### config.mk
export PLATFORM = sky130hd
export DESIGN_NAME = uart_rx_parity_flat
export DESIGN_NICKNAME = d
export VERILOG_FILES = /design/src/rtl/uart_pkg.sv /design/src/rtl/uart_rx_parity_if.sv /design/src/rtl/uart_sync2.sv /design/src/rtl/uart_rx_parity.sv /design/src/flat_wrapper.sv
export SDC_FILE = /design/constraint.sdc
export NUM_CORES = 1
export LEC_CHECK = 0
export ABC_CLOCK_PERIOD_IN_PS = 4000
export BUFFER_PORTS_ARGS = -buffer_cell sky130_fd_sc_hd__buf_2
export CORE_ASPECT_RATIO = 1.2
export CORE_MARGIN = 3
export CORE_UTILIZATION = 39
export CTS_CLUSTER_DIAMETER = 100
export CTS_CLUSTER_SIZE = 14
export DETAILED_ROUTE_END_ITERATION = 10
export GPL_TIMING_DRIVEN = 1
export PLACE_DENSITY = 0.59
export RECOVER_POWER = 100
export SLEW_MARGIN = 20
export SYNTH_ARGS = -nofsm -noshare
export SYNTH_HDL_FRONTEND = slang
export SYNTH_SLANG_ARGS = --single-unit
export TNS_END_PERCENT = 1
### constraint.sdc
create_clock -name clk -period 4 [get_ports clk]
set_clock_uncertainty 0.05 [all_clocks]
set_input_delay 0.4 -clock clk [delete_from_list [all_inputs] [get_ports clk]]
set_output_delay 0.4 -clock clk [all_outputs]
set_load 0.01 [all_outputs]
### src/rtl/uart_pkg.sv
// Shared UART definitions: FSM state encoding and oversampling constants,
// common to the uart_tx and uart_rx_parity stages.
package uart_pkg;

  localparam int OVERSAMPLE = 16;
  localparam int START_MID  = 7;

  typedef enum logic [2:0] {
    IDLE   = 3'd0,
    START  = 3'd1,
    DATA   = 3'd2,
    PARITY = 3'd3,
    STOP   = 3'd4
  } uart_state_t;

endpackage

### src/rtl/uart_rx_parity_if.sv
// Consumer-side bundle of the UART receiver: received byte, done pulse, error flags.
interface uart_rx_parity_if;

  logic [7:0] dout;
  logic       rx_done_tick;
  logic       parity_err;
  logic       frame_err;

  modport master (output dout, rx_done_tick, parity_err, frame_err);
  modport slave  (input  dout, rx_done_tick, parity_err, frame_err);

endinterface

### src/rtl/uart_sync2.sv
// Two-flop synchronizer for the asynchronous serial line; resets to the idle level (1).
module uart_sync2 (
  input  logic clk,
  input  logic reset,
  input  logic d,
  output logic q
);

  logic meta;

  always_ff @(posedge clk or negedge reset) begin
    if (!reset) begin
      meta <= 1'b1;
      q    <= 1'b1;
    end else begin
      meta <= d;
      q    <= meta;
    end
  end

endmodule

### src/rtl/uart_rx_parity.sv
// Oversampling UART receiver (16 s_tick per bit) with optional parity and
// framing-error detection; result presented with a one-cycle done pulse.
module uart_rx_parity
  import uart_pkg::*;
#(
  parameter int DBIT       = 8,
  parameter int SB_TICK    = 16,
  parameter int PARITY_EN  = 1,
  parameter int PARITY_ODD = 0
) (
  input  logic clk,
  input  logic reset,
  input  logic rx,
  input  logic s_tick,
  uart_rx_parity_if.master rx_if
);

  localparam logic [4:0] MID_TICK  = 5'(START_MID);
  localparam logic [4:0] BIT_LAST  = 5'(OVERSAMPLE - 1);
  localparam logic [4:0] STOP_LAST = 5'(SB_TICK - 1);
  localparam logic [2:0] N_LAST    = 3'(DBIT - 1);
  localparam logic       PAR_INIT  = 1'(PARITY_ODD);

  logic        rx_s;
  uart_state_t state;
  logic [4:0]  s;
  logic [2:0]  n;
  logic [7:0]  b;
  logic        par;
  logic        perr_next;
  logic        need_high;

  uart_sync2 u_sync (
    .clk   (clk),
    .reset (reset),
    .d     (rx),
    .q     (rx_s)
  );

  always_ff @(posedge clk or negedge reset) begin
    if (!reset) begin
      state              <= IDLE;
      s                  <= '0;
      n                  <= '0;
      b                  <= '0;
      par                <= 1'b0;
      perr_next          <= 1'b0;
      need_high          <= 1'b0;
      rx_if.dout         <= '0;
      rx_if.rx_done_tick <= 1'b0;
      rx_if.parity_err   <= 1'b0;
      rx_if.frame_err    <= 1'b0;
    end else begin
      rx_if.rx_done_tick <= 1'b0;
      case (state)
        // After a low stop bit the line may still be in break; wait for a 1
        // before treating a low level as a new start bit.
        IDLE: begin
          if (need_high) begin
            if (rx_s) need_high <= 1'b0;
          end else if (!rx_s) begin
            state <= START;
            s     <= '0;
          end
        end
        START: begin
          if (s_tick) begin
            if (s == MID_TICK) begin
              s <= '0;
              if (!rx_s) begin
                state <= DATA;
                n     <= '0;
                par   <= PAR_INIT;
              end else begin
                state <= IDLE;
              end
            end else begin
              s <= s + 5'd1;
            end
          end
        end
        DATA: begin
          if (s_tick) begin
            if (s == BIT_LAST) begin
              b   <= {rx_s, b[7:1]};
              par <= par ^ rx_s;
              s   <= '0;
              if (n == N_LAST) state <= (PARITY_EN != 0) ? PARITY : STOP;
              else             n     <= n + 3'd1;
            end else begin
              s <= s + 5'd1;
            end
          end
        end
        PARITY: begin
          if (s_tick) begin
            if (s == BIT_LAST) begin
              perr_next <= par ^ rx_s;
              s         <= '0;
              state     <= STOP;
            end else begin
              s <= s + 5'd1;
            end
          end
        end
        STOP: begin
          if (s_tick) begin
            if (s == STOP_LAST) begin
              rx_if.frame_err    <= ~rx_s;
              rx_if.parity_err   <= (PARITY_EN != 0) ? perr_next : 1'b0;
              rx_if.dout         <= b >> (8 - DBIT);
              rx_if.rx_done_tick <= 1'b1;
              need_high          <= ~rx_s;
              s                  <= '0;
              state              <= IDLE;
            end else begin
              s <= s + 5'd1;
            end
          end
        end
        default: begin
          state <= IDLE;
          s     <= '0;
          n     <= '0;
        end
      endcase
    end
  end

endmodule
### src/flat_wrapper.sv
// flat-port wrapper written by rule: the top's interface ports become plain ports
module uart_rx_parity_flat import uart_pkg::*;
#(
  parameter int DBIT       = 8,
  parameter int SB_TICK    = 16,
  parameter int PARITY_EN  = 1,
  parameter int PARITY_ODD = 0
)
  (clk, reset, rx, s_tick, rx_if_dout, rx_if_rx_done_tick, rx_if_parity_err, rx_if_frame_err);
  uart_rx_parity_if rx_if_i ();
  input  logic clk;
  input  logic reset;
  input  logic rx;
  input  logic s_tick;
  output wire logic [$bits(rx_if_i.dout)-1:0] rx_if_dout;
  output wire logic [$bits(rx_if_i.rx_done_tick)-1:0] rx_if_rx_done_tick;
  output wire logic [$bits(rx_if_i.parity_err)-1:0] rx_if_parity_err;
  output wire logic [$bits(rx_if_i.frame_err)-1:0] rx_if_frame_err;
  assign rx_if_dout = rx_if_i.dout;
  assign rx_if_rx_done_tick = rx_if_i.rx_done_tick;
  assign rx_if_parity_err = rx_if_i.parity_err;
  assign rx_if_frame_err = rx_if_i.frame_err;
  uart_rx_parity #(.DBIT(DBIT), .SB_TICK(SB_TICK), .PARITY_EN(PARITY_EN), .PARITY_ODD(PARITY_ODD)) u_core (.clk(clk), .reset(reset), .rx(rx), .s_tick(s_tick), .rx_if(rx_if_i));
endmodule
==> results of run 1 <==
[how the worst min path moves through the flow]
stage | slack, ns | startpoint | endpoint
2_1_floorplan | 0.05 | reset | u_core.b[0]$_DFFE_PN0P_
3_3_place_gp | 0.30 | u_core.u_sync.meta$_DFF_PN1_ | u_core.u_sync.q$_DFF_PN1_
3_5_place_dp | 0.30 | u_core.u_sync.meta$_DFF_PN1_ | u_core.u_sync.q$_DFF_PN1_
4_1_cts | 0.15 | rx | u_core.u_sync.meta$_DFF_PN1_
5_1_grt | 0.14 | rx | u_core.u_sync.meta$_DFF_PN1_
6_report | 0.15 | rx | u_core.u_sync.meta$_DFF_PN1_
[final cells by class]
class	instances	area share (%)
Sequential cell	35	46.7
Timing Repair Buffer	14	2.93
Clock buffer	6	4.39
Multi-Input combinational cell	103	39.8
Inverter	3	0.598
Tap cell	56	3.72
Clock inverter	2	1.86
[metrics by stage]
step | instances | instance area (um2)
2_1_floorplan | 150 | 1770
3_3_place_gp | 211 | 1850
3_5_place_dp | 211 | 1850
4_1_cts | 219 | 1970
5_1_grt | 219 | 1880
6_report | 219 | 1880
[synth_stat cells (4+ instances only)]
cell and n:
o21ai_0 9, mux2_2 4, nand2_1 14, buf_2 6, a21oi_1 5, dfrtp_1 33
nor2_1 7, ha_1 4, mux2_4 15, nor3_1 5
[report_power, final]
part           leakage [nW]  internal [W]  switching (W)
Sequential            0.472      0.000386      0.0000660
Combinational         0.360     0.0000721      0.0000963
Clock                0.0612      0.000202       0.000129
Total                 0.893      0.000660       0.000291
[registers in the layout (all words and copies together), names as in the netlist]
register                   flops
u_core.b                       8
u_core.n                       3
u_core.need_high               1
u_core.par                     1
u_core.perr_next               1
u_core.rx_if.dout              8
u_core.rx_if.frame_err         1
u_core.rx_if.parity_err        1
u_core.rx_if.rx_done_tick      1
u_core.s                       5
u_core.state                   3
u_core.u_sync.meta             1
u_core.u_sync.q                1
[cell usage in the layout (no fill, tap or decap), types with 2 or more instances in the layout]
master	synthesis	routed
dfstp_2	2	2
dfrtp_1	33	33
nand2_1	14	14
ha_1	4	4
clkbuf_8	0	6
nand3_1	3	5
buf_2	6	2
o21ai_0	9	9
nor2_1	7	7
nor3_1	5	5
a31oi_1	2	2
a22o_1	3	3
o31ai_1	2	2
nand3b_1	2	2
mux2_1	0	14
inv_1	3	3
clkbuf_1	1	12
a21oi_1	5	5
nor2b_1	2	2
mux2_2	4	4
nand2b_1	2	2
[per-layer routing]
layer	wire length, um	track usage (%)	part of all wire, %
met1	1480	18.2	47
met2	1500	19.2	47
met3	126	5.07	4.0
met4	55	6.09	1.7
met5	0	0	0
[logic make-up (layout without fill, tap and decap cells)]
kind of cell / Yosys count / count (layout) / synth area share, %
fa+ha+maj: 4 / 4 / 2.83
mux: 20 / 20 / 15.9
compound gates: 32 / 32 / 12.5
simple gates: 45 / 45 / 14.3
flops: 35 / 35 / 49.7
xor+xnor: 2 / 2 / 0.991
buf+inv: 12 / 25 / 3.82
==> results.yml, run 1 <==
worst_setup_path:
  cp_slowest_cell: "mux2_1"
  worstPathRequired_ns: 4.12
  crit_start: "u_core.s[0]$_DFFE_PN0P_"
  r2r_setup_slack_ns: 1.71
  path_class: "reg2reg"
  worstPathArrival_ns: 2.42
  r2r_end: "u_core.rx_if.dout[5]$_DFFE_PN0P_"
  path_buf_inv: 0
  endpoint_kind: "flip-flop"
  crit_chain: "ha_1, and4b_1, and2_0, nand3_1, mux2_1"
  cp_slowest_stage_delay_ns: 0.49
  endpoint: "u_core.rx_if.dout[5]$_DFFE_PN0P_"
  cp_top_family: "simple AND/OR/NAND/NOR gates"
  critPathMaxFanout: 12
  ff2ff_path_depth: 5
  path_depth: 5
  r2r_start: "u_core.s[0]$_DFFE_PN0P_"
  start_kind: "flip-flop"
sta:
  period_share_pct: 57.3
  fin_crit_ns: 2.29
  slew_headroom_pct: -22.6
  drv_slew: 36
  hold_ws_ns: 0.152
  setup_viol: 0
  rsz0062_at_grt: "no"
  worst_pin_slew_ns: 1.84
  postLayoutSetupSlackWorst_ns: 1.71
  finalHoldViolations: 0
  max_freq_mhz: 436
  setup_tns_ns: 0
floorplanning:
  initial_core_util_pct: 40.9
  num_rows: 26
  die_area_um2: 5380
  die_y_um: 79.8
  pin_count: 15
  die_w_um: 67.5
  core_um2: 4330
route:
  drcViolationCount: 0
  routed_via_density: 5.33
  wl_per_cell_um: 14.5
  routed_wl_um: 3170
  drtPass1Iterations: 5
  drtIter0Drc: 38
  ant_nets: 0
  num_vias: 1168
pwr:
  p_leak_nw: 0.893
  vdd_drop_max_mv: 0.178
  power.total_w: 0.000951
  power_density_nw_per_um2: 505
yosys:
  ys_top_cells_by_area: "dfrtp_1 (47%), mux2_4 (13%), dfstp_2 (3.0%)"
  yosysSeqAreaShare_pct: 49.7
  yosys.area.top_type_share_pct: 46.7
  syn_inst: 150
  ys_ff_latch: 35
  synthesis.area_um2: 1770
  synthFlopType: "dfrtp_1"
  ys_warn_count: 0
  synth.distinct_cells: 44
  synth_edf_count: 0
  syn_avg_cell_area_um2: 11.8
  yosys.area.top_type: "dfrtp_1"
  syn_nets: 158
  synth-async-reset-ratio_pct: 100
clocking:
  cts_resized: 0
  htreeDepth: 2
  root_buffer: "clkbuf_8"
  cts_sinks: 35
  clk_path_buf_depth: 2
  cts_setup_buffers: 0
  ctsHoldBuffers: 0
  clk_pin_slew_ns: 0.07
  numCtsBuffers: 5
  worstSkewPairLatency_ns: 0.29
  cts_tree: "done"
placed_design:
  dp_slack_ns: 1.97
  io_buffers: 14
  finalWeightedCongestion: 0.801
  dp_hpwl_um: 2150
hold_path:
  min_path_type: "in2reg"
  hold_depth: 1
layout:
  syn_to_final_growth_pct: 6.44
  insertedDiodeCount: 0
  nets: 170
  finalCoreUtilization_pct: 43.5
  multi_input_area_um2: 749
  drive_gt1_share_pct: 10.4
  fillers: 428
  seq_area_um2: 878
global_routing:
  grt_start_max_net_pins: 36
  grt-ovfl-total: 0
  grt_util_all_layers_pct: 13.6
  antenna_found_initial: 0
  grt_pass1_wl_um: 5390
  grt_pass1_vias: 1081
outcome:
  outcome: "finished with violations"
  violations: "max-capacitance violations, max-slew violations"
run:
  drv_cap: 1
Power figures use the tool's default switching activity.
==> run 2, diff against run 1 <==
- ABC_AREA: default -> 1
- ABC_CLOCK_PERIOD_IN_PS: 4000 -> 2200
- clock period: 4 -> 2.2 ns (I/O delays scaled with it)
==> run 2 against run 1 <==
  * The flow now finishes without violations
  * Critical endpoint is now u_core.n[2]$_DFFE_PN0P_
  * Sequential share of layout area rose by 0.92 points
  * Non-clock buffer count up 2
  * Critical path depth is 1 higher
  * Via count rose by 4.0%
  * Fmax up 32%
  * Design area down 1.9%
  * Die area decreased by 4.5%
  * Setup slack lost 1.2 ns
  * Highest routed layer unchanged
  * Power increased by 71%
  * Global-route usage fell by 0.083 points
  * Largest cell class unchanged
  * Critical path type unchanged
  * Sequential power grew 63%
==> results.yml, run 2 <==
floorplanning:
  die_y_um: 77.9
  initial_core_util_pct: 41.7
  die_area_um2: 5140
  pin_count: 15
  core_um2: 4040
  num_rows: 25
  die_w_um: 65.9
layout:
  nets: 218
  layout_commonest_cell: "nand2_1"
  seq_area_um2: 878
  reg.largest.list: "u_core.b: 8 flops, u_core.rx_if.dout: 8 flops, u_core.s: 5 flops"
  final_cell_mix: "nand2_1 (65), dfrtp_1 (33), o21ai_0 (22)"
  syn_to_final_growth_pct: 9.75
  insertedDiodeCount: 0
  multi_input_area_um2: 659
  drive_gt1_share_pct: 9.48
  fillers: 423
sta:
  rsz0062_at_grt: "no"
  worst_pin_slew_ns: 0.842
  drv_slew: 0
  setup_viol: 0
  period_share_pct: 79.1
  fin_crit_ns: 1.74
  setup_tns_ns: 0
  finalHoldViolations: 0
  max_freq_mhz: 574
  slew_headroom_pct: 43.9
pwr:
  power.total_w: 0.00163
  power_density_nw_per_um2: 881
  vdd_drop_max_mv: 0.475
  p_leak_nw: 0.930
route:
  num_vias: 1215
  routed_wl_um: 3020
  drtPass1Iterations: 3
  routed_via_density: 4.58
  drtIter0Drc: 38
  drcViolationCount: 0
  ant_nets: 0
  wl_per_cell_um: 11.4
yosys:
  yosys.area.top_type: "dfrtp_1"
  synth_commonest_cells: "nand2_1 (64), dfrtp_1 (33), inv_1 (18), o21ai_0 (13), o21ai_2 (9)"
  syn_nets: 197
  yosys.area.top_type_share_pct: 49.1
  synth-async-reset-ratio_pct: 100
  synthesis.area_um2: 1680
  syn_inst: 189
  yosysSeqAreaShare_pct: 52.2
  ys_warn_count: 0
  synth.most_common_cell: "nand2_1"
  syn_avg_cell_area_um2: 8.90
  synth_edf_count: 0
  synth.distinct_cells: 25
  ys_ff_latch: 35
  ys_top_cells_by_area: "dfrtp_1 (49%), nand2_1 (14%), o21ai_2 (4.7%)"
  synthFlopType: "dfrtp_1"
clocking:
  cts_tree: "done"
  worstSkewPairLatency_ns: 0.29
  clk_path_buf_depth: 2
  root_buffer: "clkbuf_8"
  clk_pin_slew_ns: 0.07
  cts_setup_buffers: 0
  cts_sinks: 35
  htreeDepth: 2
  cts_resized: 0
  numCtsBuffers: 5
worst_setup_path:
  path_class: "reg2reg"
  cp_slowest_stage_delay_ns: 0.44
  crit_path_frequent_cell: "nand2_1"
  endpoint_kind: "flip-flop"
  worstPathArrival_ns: 1.92
  crit_chain: "nor2_1, nand2_1, nor2_4, and2_0, nand2_1, nand2_1"
  crit_start: "u_core.state[0]$_DFFE_PN0P_"
  r2r_start: "u_core.state[0]$_DFFE_PN0P_"
  critPathMaxFanout: 19
  cp_slowest_cell: "dfrtp_1"
  start_kind: "flip-flop"
  worstPathRequired_ns: 2.38
global_routing:
  grt_util_all_layers_pct: 13.5
  antenna_found_initial: 0
  grt_pass1_vias: 1185
  grt_pass1_wl_um: 5260
  grt-ovfl-total: 0
  grt_start_max_net_pins: 36
hold_path:
  min_path_type: "in2reg"
  min_from: "s_tick"
outcome:
  outcome: "completed"
placed_design:
  dp_hpwl_um: 2110
  finalWeightedCongestion: 0.764
  io_buffers: 14
run:
  drv_cap: 0
run 2: area by class of cell:
class                      instances  area share, %
clock buffer                       6           3.93
clock inverter                     2          0.678
inverter                          21           4.27
multi-input combinational        131           35.7
sequential                        35           47.6
tap                               54           3.66
timing repair buffer              16           4.14
run 2: per-layer routing:
metal	track usage, %	part of all wire (%)	vias up
met5	0	0	-
met4	6.71	2.4	0
met3	3.91	3.8	7
met2	21.2	46	14
met1	16.7	48	549
li1	-	-	645
run 2: what timing repair did:
item,4_1_cts,5_1_grt
hold buffers,2,0
hold endpoints to repair,34,0
setup endpoints to repair,0,0
run 2: logic make-up (layout without fill, tap and decap cells):
| logic type | Yosys count | after routing | share of synthesized area (%) |
|---|---|---|---|
| flops | 35 | 35 | 52.2 |
| simple gates | 97 | 97 | 27.6 |
| compound gates | 28 | 28 | 10.3 |
| xor+xnor | 2 | 2 | 1.04 |
| fa+ha+maj | 4 | 4 | 2.98 |
| buf+inv | 23 | 45 | 5.80 |
run 2: worst paths after layout:
path | end | cells after the start | slack (ns)
worst max-delay path | u_core.n[2]$_DFFE_PN0P_ | 6 | 0.46
worst min-delay path | u_core.rx_if.rx_done_tick$_DFF_PN0_ | 3 | 0.26
worst max register to register | u_core.n[2]$_DFFE_PN0P_ | 6 | 0.46
worst min register to register | u_core.u_sync.q$_DFF_PN1_ | 0 | 0.31
max in group asynchronous | u_core.n[0]$_DFFE_PN0P_ | 2 | 1.06
min in group asynchronous | u_core.rx_if.dout[0]$_DFFE_PN0P_ | 2 | 0.51
run 2: metrics by stage:
| stage | area (um2) | hold WS (ns) | worst slack, ns | utilization [%] | std cells |
|---|---|---|---|---|---|
| 6_report | 1850 | 0.262 | 0.459 | 45.7 | 265 |
| 5_1_grt | 1850 | 0.275 | 0.243 | 45.7 | 265 |
| 4_1_cts | 1910 | 0.258 | 0.529 | 47.2 | 265 |
| 3_5_place_dp | 1800 | 0.276 | 0.550 | 44.6 | 255 |
| 3_3_place_gp | 1800 | 0.276 | 0.601 | 44.6 | 255 |
| 2_1_floorplan | 1680 | -0.126 | 0.761 | - | 189 |
run 2: critical path: cells and delay by family, from the launching register on:
family	cells	cell delay (ns)
simple gates	6	1.19
flops	1	0.44
run 2: where the power goes:
group          internal (W)  switching [W]  total (W)
clock network      0.000221       0.000230   0.000451
registers          0.000687      0.0000520   0.000739
logic              0.000140       0.000296   0.000436
